### src/rtl/booth_multiplier_seq_pkg.sv
// Shared definitions for the sequential radix-4 Booth multiplier:
// FSM state encoding, Booth digit encoding and iteration-count helper.
package booth_multiplier_seq_pkg;

  typedef enum logic [1:0] {
    IDLE = 2'd0,
    BUSY = 2'd1,
    DONE = 2'd2
  } state_e;

  typedef enum logic [2:0] {
    ZERO = 3'd0,
    PA   = 3'd1,
    P2A  = 3'd2,
    NA   = 3'd3,
    N2A  = 3'd4
  } digit_e;

  // One radix-4 digit per iteration over the (WIDTH+2)-bit extended multiplier.
  function automatic int booth_iters(input int width);
    return (width + 2) / 2;
  endfunction

endpackage

### src/rtl/booth_radix4_encoder.sv
// Radix-4 Booth recoder: maps a 3-bit multiplier window {b[i+1], b[i], b[i-1]}
// onto zero / double / negate controls for the accumulator adder.
module booth_radix4_encoder
  import booth_multiplier_seq_pkg::*;
(
  input  logic [2:0] win,
  output logic       zero,
  output logic       double,
  output logic       negate
);

  digit_e digit;

  // NOTE: every always_comb output gets a default first so no path can infer a latch.
  always_comb begin
    digit = ZERO;
    unique case (win)
      3'b000:  digit = ZERO;
      3'b001:  digit = PA;
      3'b010:  digit = PA;
      3'b011:  digit = P2A;
      3'b100:  digit = N2A;
      3'b101:  digit = NA;
      3'b110:  digit = NA;
      3'b111:  digit = ZERO;
      default: digit = ZERO;
    endcase
  end

  // 111 recodes to zero with negate low, so the adder never sees a -0 carry-in.
  assign zero   = (digit == ZERO);
  assign double = (digit == P2A) || (digit == N2A);
  assign negate = (digit == NA)  || (digit == N2A);

endmodule

### src/rtl/booth_multiplier_seq.sv
// Sequential radix-4 Booth multiplier: one digit per clock over WIDTH+2
// extended bits, signed or unsigned operands, result held until next accept.
module booth_multiplier_seq
  import booth_multiplier_seq_pkg::*;
#(
  parameter int WIDTH = 32
) (
  input  logic                 CLK,
  input  logic                 RST,
  input  logic                 Start,
  input  logic                 Signed,
  input  logic [WIDTH-1:0]     A,
  input  logic [WIDTH-1:0]     B,
  output logic                 Busy,
  output logic                 Done,
  output logic [2*WIDTH-1:0]   Out
);

  localparam int E     = WIDTH + 2;
  localparam int N     = booth_iters(WIDTH);
  localparam int CNT_W = $clog2(N + 1);

  if ((WIDTH < 4) || (WIDTH % 2 != 0)) begin : g_bad_width
    $error("booth_multiplier_seq: WIDTH must be even and >= 4");
  end

  state_e               state_q, state_d;
  logic [E-1:0]         a_q, a_d;        // extended multiplicand
  logic [E-1:0]         hi_q, hi_d;      // upper accumulator
  logic [E-1:0]         lo_q, lo_d;      // multiplier, refilled with product bits
  logic                 bm1_q, bm1_d;    // implicit b[-1]
  logic [CNT_W-1:0]     cnt_q, cnt_d;
  logic [2*WIDTH-1:0]   out_q, out_d;

  logic                 dig_zero, dig_double, dig_negate;
  logic [E:0]           mult;
  logic [E:0]           addend;
  logic [E:0]           sum;
  logic [E-1:0]         hi_n;
  logic [E-1:0]         lo_n;
  logic [E-1:0]         a_ext;
  logic [E-1:0]         b_ext;
  logic                 accept;
  logic                 last_iter;

  booth_radix4_encoder u_enc (
    .win    ({lo_q[1:0], bm1_q}),
    .zero   (dig_zero),
    .double (dig_double),
    .negate (dig_negate)
  );

  // Single E+1 bit adder; subtraction is ~multiple with carry-in 1.
  always_comb begin
    mult = '0;
    if (!dig_zero) begin
      mult = dig_double ? {a_q, 1'b0} : {a_q[E-1], a_q};
    end
    addend = dig_negate ? ~mult : mult;
    sum    = {hi_q[E-1], hi_q} + addend + {{E{1'b0}}, dig_negate};
    hi_n   = {sum[E], sum[E:2]};
    lo_n   = {sum[1:0], lo_q[E-1:2]};
  end

  assign a_ext     = Signed ? {{2{A[WIDTH-1]}}, A} : {2'b00, A};
  assign b_ext     = Signed ? {{2{B[WIDTH-1]}}, B} : {2'b00, B};
  assign accept    = Start && (state_q != BUSY);
  assign last_iter = (cnt_q == CNT_W'(1));

  always_comb begin
    state_d = state_q;
    a_d     = a_q;
    hi_d    = hi_q;
    lo_d    = lo_q;
    bm1_d   = bm1_q;
    cnt_d   = cnt_q;
    out_d   = out_q;

    unique case (state_q)
      IDLE, DONE: begin
        state_d = IDLE;
        if (accept) begin
          state_d = BUSY;
          a_d     = a_ext;
          hi_d    = '0;
          lo_d    = b_ext;
          bm1_d   = 1'b0;
          cnt_d   = CNT_W'(N);
        end
      end
      BUSY: begin
        hi_d  = hi_n;
        lo_d  = lo_n;
        bm1_d = lo_q[1];
        cnt_d = cnt_q - CNT_W'(1);
        if (last_iter) begin
          state_d = DONE;
          // Low 2*WIDTH bits of {hi_n, lo_n}; the top four bits are sign copies.
          out_d   = {hi_n[E-5:0], lo_n};
        end
      end
      default: state_d = IDLE;
    endcase
  end

  // NOTE: datapath registers are reset along with the FSM so Out reads 0 after reset.
  always_ff @(posedge CLK or posedge RST) begin
    if (RST) begin
      state_q <= IDLE;
      a_q     <= '0;
      hi_q    <= '0;
      lo_q    <= '0;
      bm1_q   <= 1'b0;
      cnt_q   <= '0;
      out_q   <= '0;
    end else begin
      // NOTE: non-blocking so every register samples pre-edge values.
      state_q <= state_d;
      a_q     <= a_d;
      hi_q    <= hi_d;
      lo_q    <= lo_d;
      bm1_q   <= bm1_d;
      cnt_q   <= cnt_d;
      out_q   <= out_d;
    end
  end

  assign Busy = (state_q == BUSY);
  assign Done = (state_q == DONE);
  assign Out  = out_q;

  busy_done_exclusive: assert property (@(posedge CLK) disable iff (RST) !(Busy && Done));

endmodule
### config.mk
export PLATFORM = sky130hd
export DESIGN_NAME = booth_multiplier_seq
export DESIGN_NICKNAME = d
export VERILOG_FILES = /design/src/rtl/booth_multiplier_seq_pkg.sv /design/src/rtl/booth_radix4_encoder.sv /design/src/rtl/booth_multiplier_seq.sv
export SDC_FILE = /design/constraint.sdc
export NUM_CORES = 1
export LEC_CHECK = 0
export ABC_AREA = 1
export BUFFER_PORTS_ARGS = -buffer_cell sky130_fd_sc_hd__buf_4
export CORE_MARGIN = 8
export CORE_UTILIZATION = 63
export CTS_CLUSTER_DIAMETER = 120
export CTS_CLUSTER_SIZE = 16
export DETAILED_ROUTE_END_ITERATION = 12
export PLACE_DENSITY = 0.86
export SLEW_MARGIN = 20
export SYNTH_ARGS = -nofsm -noshare
export SYNTH_HDL_FRONTEND = slang
export SYNTH_HIERARCHICAL = 1
export SYNTH_SLANG_ARGS = --single-unit
### constraint.sdc
create_clock -name CLK -period 7 [get_ports CLK]
set_input_delay 0 -clock CLK [delete_from_list [all_inputs] [get_ports CLK]]
set_output_delay 0 -clock CLK [all_outputs]
set_load 0.005 [all_outputs]
Word level (Yosys, flattened, before mapping)
Memories as Yosys holds them, arrays and structs flattened.
Cells that the tools add are included.
{"block": "op_classes", "add_sub_neg": 3, "n_eq_ne": 9, "n_mux": 16, "bitwise_logic": 1, "reduce_logical": 10}
{"operator": "two-way mux 34 bit", "count": 5}
{"operator": "case mux 34 bit (2 select lines)", "count": 2}
{"operator": "two-way mux 35 bit", "count": 2}
{"operator": "adder 35 x 1 -> 35 bit", "count": 1}
{"operator": "adder 35 bit", "count": 1}
{"operator": "NOT 35 bit", "count": 1}
{"operator": "case mux 5 bit (2 select lines)", "count": 1}
{"operator": "equality test 3 x 2 -> 1 bit, second input constant", "count": 2}
{"operator": "AND reduction 2 bit", "count": 3}
{"operator": "equality test 5 x 1 -> 1 bit, second input constant", "count": 1}
{"operator": "two-way mux 5 bit", "count": 1}
{"operator": "subtractor 5 x 1 -> 5 bit, second input constant", "count": 1}
{"operator": "!= test 2 x 1 -> 1 bit, second input constant", "count": 2}
{"operator": "case mux 2 bit (2 select lines)", "count": 1}
{"operator": "equality test 3 bit, second input constant", "count": 1}
{"operator": "logical NOT 3 bit", "count": 1}
{"operator": "equality test 2 x 1 -> 1 bit, second input constant", "count": 1}
{"operator": "equality test 2 bit, second input constant", "count": 1}
{"operator": "logical NOT 2 bit", "count": 1}
{"operator": "logical OR 1 bit", "count": 2}
{"operator": "two-way mux 1 bit", "count": 2}
{"operator": "two-way mux 2 bit", "count": 1}
{"operator": "!= test 2 bit, second input constant", "count": 1}
{"operator": "case mux 1 bit (2 select lines)", "count": 1}
{"operator": "other kinds (3)", "count": 3}
{"block": "word_totals", "regBits": 174, "mem_bits_ro": 24, "input_bits": 68, "output_inout_bits": 66, "word_cells": 47, "n_memories": 1}
{"name": "(name not given)", "words": 8, "width": 3, "rd": 1, "rd_ports_with_merged_regs": 0, "write_ports": 0, "line_no": "booth_radix4_encoder.sv:17", "text": "unique case (win)"}

Depth between registers and ports, before layout
Gate-level depths: netlist of run 1.
An unclocked memory read counts as a cell.
{"block": "depth", "word_depth": 10, "depth_mapped": 23}

Hierarchy
The synthesis of run 1 kept the hierarchy.
{"module": "booth_multiplier_seq", "instances": 1, "cells_per_inst": 1212, "area_per_inst_um2": 9517.9}
{"module": "booth_radix4_encoder", "instances": 1, "cells_per_inst": 15, "area_per_inst_um2": 81.3}

Worst setup path before layout of run 1
OpenSTA, ideal clock, no wires.
{"block": "synth_path", "path_kind": "flip-flop to flip-flop", "startpoint": "register bm1_q", "endpoint": "register hi_q[20]", "t_arrival_ns": 2.847, "slack_ns": 4.036, "stages_incl_launch_ff": 21, "period_less_slack_ns": 2.964, "path_cell_list": "dfrtp_1 -> inv_1 -> ha_1 -> a21oi_1 -> buf_6 -> inv_1 -> o21ai_0 -> xor2_1 -> inv_1 -> fa_1 -> inv_1 -> nand3_1 -> nand2_2 -> nand2_1 -> nand2_1 -> nand3_1 -> nand2_1 -> a21oi_1 -> nand2b_1 -> nand3_1 -> nand2_1"}
{"block": "synth_between", "elab_chain_cells": 10}
{"item": "from (decl)", "line_no": "booth_multiplier_seq.sv:31", "text": "logic bm1_q, bm1_d;"}
{"item": "from (signal assigned)", "line_no": "booth_multiplier_seq.sv:122", "text": "bm1_q <= bm1_d;"}
{"item": "memory read (8 x 3 bit) (*)"}
{"item": "equality test 3 x 2 -> 1 bit or equality test 3 bit (tied branches)", "line_no": "booth_radix4_encoder.sv:32", "text": "assign double = (digit == P2A) || (digit == N2A);"}
{"item": "logical OR 1 bit (*)", "line_no": "booth_radix4_encoder.sv:32"}
{"item": "net dig_double", "line_no": "booth_multiplier_seq.sv:35", "text": "logic dig_zero, dig_double, dig_negate;"}
{"item": "two-way mux 34 bit (*)", "line_no": "booth_multiplier_seq.sv:57", "text": "mult = dig_double ? {a_q, 1'b0} : {a_q[E-1], a_q};"}
{"item": "two-way mux 35 bit (*)", "line_no": "booth_multiplier_seq.sv:56", "text": "if (!dig_zero) begin"}
{"item": "NOT 35 bit", "line_no": "booth_multiplier_seq.sv:59", "text": "addend = dig_negate ? ~mult : mult;"}
{"item": "two-way mux 35 bit (*)", "line_no": "booth_multiplier_seq.sv:59"}
{"item": "adder 35 bit (*)", "line_no": "booth_multiplier_seq.sv:60", "text": "sum = {hi_q[E-1], hi_q} + addend + {{E{1'b0}}, dig_negate};"}
{"item": "adder 35 x 1 -> 35 bit (*)", "line_no": "booth_multiplier_seq.sv:60"}
{"item": "case mux 34 bit (2 select lines) (*)", "line_no": "booth_multiplier_seq.sv:79", "text": "unique case (state_q)"}
{"item": "to (signal assigned)", "line_no": "booth_multiplier_seq.sv:120", "text": "hi_q <= hi_d;"}
{"item": "to (decl)", "line_no": "booth_multiplier_seq.sv:29", "text": "logic [E-1:0] hi_q, hi_d;"}
The timed path passes the listed nets; every way through them passes the cells marked *.
A chain may end at the register's enable or synchronous reset.

Worst setup path in the final report of run 1
{"block": "layout_path", "startpoint": "register bm1_q", "endpoint": "register out_q[62], in the netlist Out[62]"}
{"block": "layout_between", "elab_chain_cells": 9}
{"item": "memory read (8 x 3 bit) (*)"}
{"item": "equality test 3 x 2 -> 1 bit or equality test 3 bit (tied branches)", "line_no": "booth_radix4_encoder.sv:32"}
{"item": "logical OR 1 bit (*)", "line_no": "booth_radix4_encoder.sv:32"}
{"item": "net dig_double", "line_no": "booth_multiplier_seq.sv:35"}
{"item": "two-way mux 34 bit (*)", "line_no": "booth_multiplier_seq.sv:57"}
{"item": "two-way mux 35 bit (*)", "line_no": "booth_multiplier_seq.sv:56"}
{"item": "NOT 35 bit", "line_no": "booth_multiplier_seq.sv:59"}
{"item": "two-way mux 35 bit (*)", "line_no": "booth_multiplier_seq.sv:59"}
{"item": "adder 35 bit (*)", "line_no": "booth_multiplier_seq.sv:60"}
{"item": "adder 35 x 1 -> 35 bit (*)", "line_no": "booth_multiplier_seq.sv:60"}
{"item": "to (signal assigned)", "line_no": "booth_multiplier_seq.sv:124", "text": "out_q <= out_d;"}
{"item": "to (decl)", "line_no": "booth_multiplier_seq.sv:33", "text": "logic [2*WIDTH-1:0] out_q, out_d;"}
Marked as above.

==> results of run 1 <==
layer usage:
| layer | GRT usage [%] | wire (microns) | vias up |
|---|---|---|---|
| li1 | - | - | 4375 |
| met1 | 40.5 | 12400 | 4555 |
| met2 | 51.2 | 14500 | 543 |
| met3 | 7.56 | 2690 | 96 |
| met4 | 11.1 | 972 | 0 |
| met5 | 0 | 0 | - |
worst register-to-register path: cells and delay by family, from the launching register on:
kind,cells,cell delay (ps)
fa+ha+maj,2,800
flops,1,390
simple gates,11,1180
compound gates,3,740
xor+xnor,1,260
buf+inv,5,690
repair_timing:
| item | CTS | global route |
|---|---|---|
| hold buffers | 67 | 0 |
| resized for setup | 0 | 0 |
| setup endpoints to repair | 0 | 0 |
| hold endpoints to repair | 166 | 0 |
cells by family (layout without fill, tap and decap cells):
kind of cell / count (synthesis) / after routing / synth area share (%)
buf+inv: 182 / 368 / 7.43
xor+xnor: 48 / 48 / 4.38
flops: 172 / 172 / 44.8
compound gates: 275 / 275 / 16.2
mux: 1 / 1 / 0.104
fa+ha+maj: 38 / 38 / 5.03
simple gates: 511 / 511 / 22.0
synthesized netlist by cell type, types with 2 or more instances:
library cell,instances
buf_2,15
a21oi_2,2
o21ai_1,12
nor2_1,62
nor3_1,6
a21o_1,3
nand3_2,3
clkbuf_1,31
ha_1,37
buf_1,3
o221ai_1,33
nand3b_1,5
nand3_1,61
nor2_2,2
a21boi_1,2
nand4_1,5
inv_1,126
nand2_2,12
o21a_1,2
dfrtp_1,172
o22ai_1,3
xor2_1,37
nand2_1,347
o21ai_0,132
o21bai_1,8
or2_1,4
inv_2,4
xnor2_1,11
a21oi_1,76
final cells by class:
| type | count | area [sq um] | share of cell area (%) |
|---|---|---|---|
| Clock buffer | 19 | 433 | 3.63 |
| Tap cell | 188 | 235 | 1.97 |
| Sequential cell | 172 | 4300 | 36.1 |
| Clock inverter | 11 | 113 | 0.944 |
| Inverter | 131 | 497 | 4.16 |
| Timing Repair Buffer | 207 | 1740 | 14.6 |
| Multi-Input combinational cell | 873 | 4610 | 38.6 |
registers in the layout (all words and copies together), names as in the netlist:
register / count
Out: 64
a_q: 33
bm1_q: 1
cnt_q: 5
hi_q: 33
lo_q: 34
state_q: 2
through the flow:
step,hold slack (ps),cell area (sq um),utilization (%),worst slack (ps),std cells
floorplan,110,9600,-,2340,1227
global placement,200,10700,71.1,2670,1503
detailed placement,201,10700,71.1,2500,1503
CTS,179,11900,79.2,2480,1600
global route,248,11900,79.4,2390,1601
finish,228,11900,79.4,2820,1601
path summary, 6_finish.rpt:
kind | startpoint | to | slack [ps]
max in group asynchronous | RST | hi_q[1]$_DFFE_PP0P_ | 5170
min in group asynchronous | RST | Out[24]$_DFFE_PP0P_ | 320
worst min-delay path | Start | a_q[27]$_DFFE_PP0P_ | 230
worst min register to register | Out[54]$_DFFE_PP0P_ | Out[54]$_DFFE_PP0P_ | 480
worst max register to register | bm1_q$_DFFE_PP0P_ | Out[62]$_DFFE_PP0P_ | 2820
worst max-delay path | bm1_q$_DFFE_PP0P_ | Out[62]$_DFFE_PP0P_ | 2820
==> impl_metrics.json, run 1 <==
{
  "ys.flop_type": "dfrtp_1",
  "worst_slew_pin_slew_ps": 1050,
  "grt_pass1_wl_microns": 48900,
  "drt_wl_total_microns": 30500,
  "cts_made_buffers": 17,
  "antenna_found_initial": 0,
  "worst_path_most_repeated_cell": "nand2_1",
  "slowest_stage": "a21oi_4",
  "nets": 1508,
  "async_flop_share_pct": 100,
  "antenna_left": 0,
  "yosysUniqueCellTypes": 40,
  "cp-start-kind": "register",
  "cts_tree": "done",
  "status": "completed",
  "period_needed_ps": 4180,
  "critPathCaptureType": "register",
  "drt_pass1_iterations": 5,
  "crit_buf_inv": 5,
  "synth.avg_cell_area_sq_um": 7.82,
  "hold_violations": 0,
  "post_cts_buffers": 0,
  "n_fill_cell": 989,
  "grt-ovfl-total": 0,
  "grt_max_degree": 113,
  "finalCritPeriodShare_pct": 59.8,
  "synth_nets": 1333,
  "yosysSeqAreaShare_pct": 44.8,
  "max_stage_delay_ps": 440,
  "cts-htree-levels": 4,
  "clk_path_buf_depth": 2,
  "cap_violations": 0,
  "whs_path_depth": 4,
  "place_congestion": 0.945,
  "rows": 45,
  "crit_fanout": 34,
  "required_ps": 7310,
  "path_clk_slew_ps": 70,
  "final.setup_skew_ps": 12.2,
  "clock_sinks": 172,
  "synthTopCellsByArea": "dfrtp_1 (45%), nand2_1 (14%), o21ai_0 (6.9%)",
  "rsz0062_at_grt": "false",
  "synth_edf_count": 0,
  "die_h_microns": 139,
  "setup_viol": 0,
  "syn_to_final_growth_pct": 24.3,
  "routed_via_density": 5.98,
  "num_vias": 9569,
  "n_antenna_cell": 0,
  "avgRoutedWirePerCell_microns": 19.0,
  "synth_top_area_share_pct": 44.8,
  "fp.dieW_microns": 139,
  "root_buffer": "clkbuf_16",
  "yosysWarningCount": 6,
  "drc": 0,
  "synth.largest_area_cell": "dfrtp_1",
  "final_common_cell": "nand2_1",
  "slew_headroom_pct": 30.3,
  "drive_gt1_share_pct": 14.0,
  "netlist_area_sq_um": 9600,
  "synth_seq_cells": 172,
  "drt-initial-drc-count": 1016,
  "tns_ps": 0,
  "numPortBuffers": 133,
  "worstPathCellList": "inv_1 -> ha_1 -> a21oi_4 -> buf_16 -> inv_1 -> a21oi_1 -> o21ai_0 -> xor2_1 -> inv_1 -> fa_1 -> inv_1 -> nand3_1 -> nand2_2 -> nand2_1 -> nand2_1 -> nand3_1 -> nand2_1 -> nand3_1 -> nand2_1 -> nand2_1 -> nand3_1 -> nand2_1",
  "fmax_mhz": 239,
  "slew_violations": 0,
  "crit_type": "reg2reg",
  "cp_top_family": "simple AND/OR/NAND/NOR gates",
  "cp.depth": 22,
  "io_pins": 134,
  "reg2reg_depth": 22,
  "dpl.hpwl_microns": 19300,
  "initial_core_util_pct": 63.9,
  "grt_pass1_vias": 9409,
  "synthCells": 1227,
  "core_area_sq_um": 15000,
  "dieArea_sq_um": 19400,
  "most-common-layout-cells": "nand2_1 (347), dfrtp_1 (172), buf_4 (139)",
  "min_path_type": "in2reg",
  "track_usage_pct": 31.5,
  "cp.arrival_ps": 4490,
  "clk_latency_ps": 430
}
Power of run 1 is not shown: default switching activity piles up to over one toggle a cycle in this logic, so the estimate is an artifact.
==> run 2: changes to the inputs <==
- CORE_UTILIZATION: 63 -> 58
- PLACE_DENSITY: 0.86 -> 0.8
- clock period: 7 -> 4.1 ns (I/O delays scaled with it)
==> run 2 against run 1 <==
Cell count up 2.4%. Clock skew barely moved. Non-clock buffer count increased by 4. Fmax rose by 14%. Routed wire length decreased by 6.6%. Critical path type unchanged. Critical endpoint is now Out[54]$_DFFE_PP0P_. Largest cell class unchanged.
==> impl_metrics.json, run 2 (synthesis results as in run 1) <==
{
  "slowest_stage": "buf_4",
  "min_path_type": "in2reg",
  "cp-start-kind": "register",
  "drt-initial-drc-count": 764,
  "root_buffer": "clkbuf_16",
  "worst_slew_pin_slew_ps": 1170,
  "crit_type": "reg2reg",
  "finalCritPeriodShare_pct": 89.6,
  "dp.cells": 1541,
  "grtUsageMet3_pct": 5.94,
  "gr-usage-met1_pct": 39.1,
  "holdWs_ps": 14.4,
  "num_vias": 9106,
  "most-common-layout-cells": "nand2_1 (347), dfrtp_1 (172), buf_4 (141)",
  "max_stage_delay_ps": 400,
  "track_usage_pct": 28.6,
  "slew_violations": 0,
  "stdcell_count": 1640,
  "reg2reg_depth": 16,
  "setup_viol": 0,
  "rows": 47,
  "slew_headroom_pct": 21.9,
  "tns_ps": 0,
  "post_cts_buffers": 0,
  "numPortBuffers": 133,
  "initial_core_util_pct": 58.5,
  "period_needed_ps": 3670,
  "required_ps": 4420,
  "final_common_cell": "nand2_1",
  "clk_latency_ps": 440,
  "crit_fanout": 51,
  "routed_via_density": 5.55,
  "critPathCaptureType": "register",
  "status": "completed",
  "cts_tree": "done",
  "cap_violations": 0,
  "drive_gt1_share_pct": 14.5,
  "hold_violations": 0,
  "fp.dieW_microns": 145,
  "die_h_microns": 145,
  "path_clk_slew_ps": 80,
  "clk_path_buf_depth": 2,
  "io_pins": 134,
  "cp.arrival_ps": 4000,
  "drc": 0,
  "grt_max_degree": 173,
  "largest_register_ffs": 64,
  "place_congestion": 0.953,
  "fmax_mhz": 272,
  "grt-ovfl-total": 0,
  "worstPathCellList": "inv_1 -> ha_1 -> a21oi_4 -> buf_4 -> a21oi_1 -> o21ai_0 -> xor2_1 -> ha_1 -> a21oi_1 -> o21ai_0 -> a21oi_1 -> nand2_1 -> a21oi_1 -> nand2_1 -> nand3_1 -> nand2_1",
  "antenna_left": 0,
  "cts_made_buffers": 17,
  "syn_to_final_growth_pct": 25.8,
  "grt_pass1_vias": 8961,
  "dpl.hpwl_microns": 19600,
  "dieArea_sq_um": 20900,
  "avgRoutedWirePerCell_microns": 17.3,
  "grt_pass1_wl_microns": 46500,
  "use_met2_pct": 45.2,
  "core_area_sq_um": 16400,
  "antenna_found_initial": 1,
  "cts-htree-levels": 4,
  "rsz0062_at_grt": "false",
  "drt_wl_total_microns": 28500,
  "final.setup_skew_ps": 12.1,
  "nets": 1512,
  "drt_pass1_iterations": 5,
  "top_usage_layer": "met2",
  "worst_path_most_repeated_cell": "a21oi_1",
  "clock_sinks": 172,
  "utilization_pct": 73.6,
  "whs_path_depth": 5
}
## run 2: cell types whose count changed in the layout (fill, tap and decap cells not counted), sizes merged
cell and delta:
diode +1, bufinv -1, dlygate4sd3 -1, clkbuf -2, inv +2, clkinv +2, buf +5, clkinvlp +1
## run 2: routing by layer
| metal | vias up | share of wire, % |
|---|---|---|
| li1 | 4395 | - |
| met1 | 4330 | 45 |
| met2 | 341 | 47 |
| met3 | 40 | 7.0 |
| met4 | 0 | 1.6 |
| met5 | - | 0 |
## run 2: path summary, 6_finish.rpt
kind	start	to	slack, ps
setup / recovery	bm1_q$_DFFE_PP0P_	Out[54]$_DFFE_PP0P_	430
min in group asynchronous	RST	Out[23]$_DFFE_PP0P_	220
max in group asynchronous	RST	cnt_q[4]$_DFFE_PP0P_	2870
hold / removal	Start	a_q[21]$_DFFE_PP0P_	10
setup reg to reg	bm1_q$_DFFE_PP0P_	Out[54]$_DFFE_PP0P_	430
hold reg to reg	Out[60]$_DFFE_PP0P_	Out[60]$_DFFE_PP0P_	480
## run 2: cell type report
type	instances	area [sq um]
Tap cell	220	275
Antenna cell	1	2.50
Timing Repair Buffer	211	1800
Clock inverter	15	168
Fill cell	1248	4330
Sequential cell	172	4300
Multi-Input combinational cell	873	4610
Inverter	131	495
Clock buffer	17	425
## run 2: timing repair
action / 4_1_cts / 5_1_grt
gates resized for setup: 0 / 0
hold buffers: 66 / 0
hold endpoints to repair: 239 / 0
## run 2: worst max-delay path, delay by kind of cell (launching register included)
kind	cells	cell delay [ps]
AO/OA/AOI/OAI	7	1280
XOR/XNOR	1	340
adder cells (fa/ha/maj)	2	710
buffers and inverters	2	450
flip-flops	1	370
AND/OR/NAND/NOR	4	420
## run 2: per-stage QoR
stage	worst slack (ps)	area, sq um
2_1_floorplan	1140	9600
3_3_place_gp	530	10800
3_5_place_dp	518	10800
4_1_cts	511	12100
5_1_grt	114	12100
6_report	425	12100
Power of run 2 is left out for the same reason.
==> run 3: changes to the inputs <==
- clock period: 4.1 -> 3.4 ns (I/O delays scaled with it)
==> run 3 against run 2 <==
First-iteration DRC count rose by 2.9%. Critical endpoint is now Out[50]$_DFFE_PP0P_. The flow now finishes with violations (setup timing). Fmax rose by 7.7%. Via count rose by 3.8%. Global-route usage fell by 0.054 points. Sequential cell count did not move. Routed wire length rose by 4.9%. Design area rose by 5.7%. Cell count rose by 2.7%. Critical path depth rose by 1.
==> impl_metrics.json, run 3 (synthesis results as in run 1) <==
{
  "crit_type": "reg2reg",
  "worst_slew_pin_slew_ps": 993,
  "slew_headroom_pct": 33.8,
  "grtUsageMet3_pct": 5.05,
  "avgRoutedWirePerCell_microns": 17.7,
  "required_ps": 3720,
  "top_usage_layer": "met2",
  "final.setup_skew_ps": 15.2,
  "drc": 0,
  "crit_fanout": 12,
  "largest_register_ffs": 64,
  "clk_path_buf_depth": 2,
  "root_buffer": "clkbuf_16",
  "finalCritPeriodShare_pct": 100,
  "cts-htree-levels": 4,
  "numPortBuffers": 133,
  "initial_core_util_pct": 58.5,
  "fp.dieW_microns": 145,
  "drt_pass1_iterations": 5,
  "reg2reg_depth": 17,
  "nets": 1556,
  "drive_gt1_share_pct": 21.8,
  "fin_ws_ps": -13.0,
  "num_vias": 9452,
  "r2r-start": "bm1_q$_DFFE_PP0P_",
  "use_met2_pct": 46.0,
  "violations": "setup timing",
  "slowest_stage": "dfrtp_1",
  "worst_path_most_repeated_cell": "nand2_1",
  "fmax_mhz": 293,
  "cts_made_buffers": 17,
  "track_usage_pct": 28.6,
  "rows": 47,
  "cp-start-kind": "register",
  "drt-initial-drc-count": 786,
  "slew_violations": 0,
  "clock_sinks": 172,
  "grt_max_degree": 91,
  "reg2reg_to": "Out[50]$_DFFE_PP0P_",
  "hold_violations": 0,
  "rrSetupSlack_ps": -10,
  "most-common-layout-cells": "nand2_1 (336), buf_4 (180), dfrtp_1 (172)",
  "core_area_sq_um": 16400,
  "cp_top_family": "simple AND/OR/NAND/NOR gates",
  "cap_violations": 0,
  "max_stage_delay_ps": 420,
  "antenna_found_initial": 1,
  "rsz0062_at_grt": "true",
  "gr-usage-met1_pct": 38.8,
  "final_common_cell": "nand2_1",
  "worstPathCellList": "ha_1 -> nand2_2 -> nand2_1 -> nor2_4 -> buf_12 -> a21oi_1 -> o21ai_1 -> xor2_1 -> ha_1 -> nand2_2 -> nor2_1 -> nor2_1 -> nand2_1 -> a21oi_2 -> xnor2_2 -> nand2_1 -> nand2_1",
  "antenna_left": 0,
  "place_congestion": 0.945,
  "cts_tree": "done",
  "crit_buf_inv": 1,
  "setup_viol": 2,
  "dp_worst_setup_slack_ps": -22.9,
  "dpl.hpwl_microns": 19700,
  "cp.arrival_ps": 3730,
  "io_pins": 134,
  "n_fill_cell": 1115,
  "syn_to_final_growth_pct": 33.0,
  "status": "finished, violations left",
  "clk_latency_ps": 440,
  "die_h_microns": 145,
  "path_clk_slew_ps": 80,
  "period_needed_ps": 3410,
  "routed_via_density": 5.61,
  "dieArea_sq_um": 20900,
  "critPathCaptureType": "register",
  "grt-ovfl-total": 0,
  "drt_wl_total_microns": 29800,
  "min_path_type": "in2async",
  "grt_pass1_wl_microns": 46900,
  "grt_pass1_vias": 9174
}
==> run 3: cell count changes in the layout (fill, tap and decap cells not counted), moves of 14 or more <==
| cell | change |
|---|---|
| o21ai_0 | -19 |
| nor2_1 | -14 |
| a21oi_1 | -21 |
| buf_4 | +39 |
| o21ai_1 | +16 |
| a21oi_2 | +21 |
==> run 3: worst max-delay path by stage <==
| stage | from | end | cells after the start |
|---|---|---|---|
| global route | lo_q[0]$_DFFE_PP0P_ | Out[63]$_DFFE_PP0P_ | 19 |
| CTS | bm1_q$_DFFE_PP0P_ | Out[60]$_DFFE_PP0P_ | 16 |
| detailed placement | bm1_q$_DFFE_PP0P_ | Out[52]$_DFFE_PP0P_ | 15 |
| floorplan | bm1_q$_DFFE_PP0P_ | hi_q[20]$_DFFE_PP0P_ | 20 |
| finish | bm1_q$_DFFE_PP0P_ | Out[50]$_DFFE_PP0P_ | 17 |
| global placement | bm1_q$_DFFE_PP0P_ | Out[52]$_DFFE_PP0P_ | 15 |
==> run 3: layer usage <==
metal	wire, microns	vias up
li1	-	4478
met1	13000	4538
met2	14200	375
met3	1820	61
met4	793	0
met5	0	-
==> run 3: cell type report <==
class	count	area, sq um	area share (%)
diodes	1	2.50	0.0196
clock buffers	17	425	3.33
clock inverters	15	190	1.49
inverters	131	495	3.88
multi-input cells	873	4890	38.3
flip-flops and latches	172	4300	33.7
well taps	220	275	2.16
repair buffers	255	2180	17.1
==> run 3: metrics by stage <==
step | area [sq um] | hold slack (ps) | cells | TNS, ps | utilization, %
2_1_floorplan | 9600 | 110 | 1227 | 0 | -
3_3_place_gp | 11000 | -37.9 | 1565 | 0 | 67.1
3_5_place_dp | 11000 | -36.0 | 1565 | -22.9 | 67.1
4_1_cts | 12300 | 60.5 | 1664 | 0 | 74.9
5_1_grt | 12800 | 80.8 | 1684 | -2490 | 77.8
6_report | 12800 | 64.8 | 1684 | -15.6 | 77.8
==> run 3: worst reg2reg max path, stage by stage, from the launching register on <==
cell and delay, ps:
dfrtp_1 420, ha_1 240, nand2_2 120, nand2_1 110
nor2_4 230, buf_12 180, a21oi_1 60, o21ai_1 100
xor2_1 380, ha_1 380, nand2_2 170, nor2_1 60
nor2_1 220, nand2_1 160, a21oi_2 200, xnor2_2 110
nand2_1 70, nand2_1 80
==> run 3: what timing repair did <==
| item | CTS | global route |
|---|---|---|
| pin swaps | 2 | 42 |
| setup buffers | 1 | 17 |
| cloned | 0 | 2 |
| gates resized for setup | 1 | 99 |
| endpoints found under the hold margin | 124 | 0 |
| hold buffers | 66 | 0 |
| endpoints found under the setup margin | 2 | 51 |
Power of run 3 is left out for the same reason.
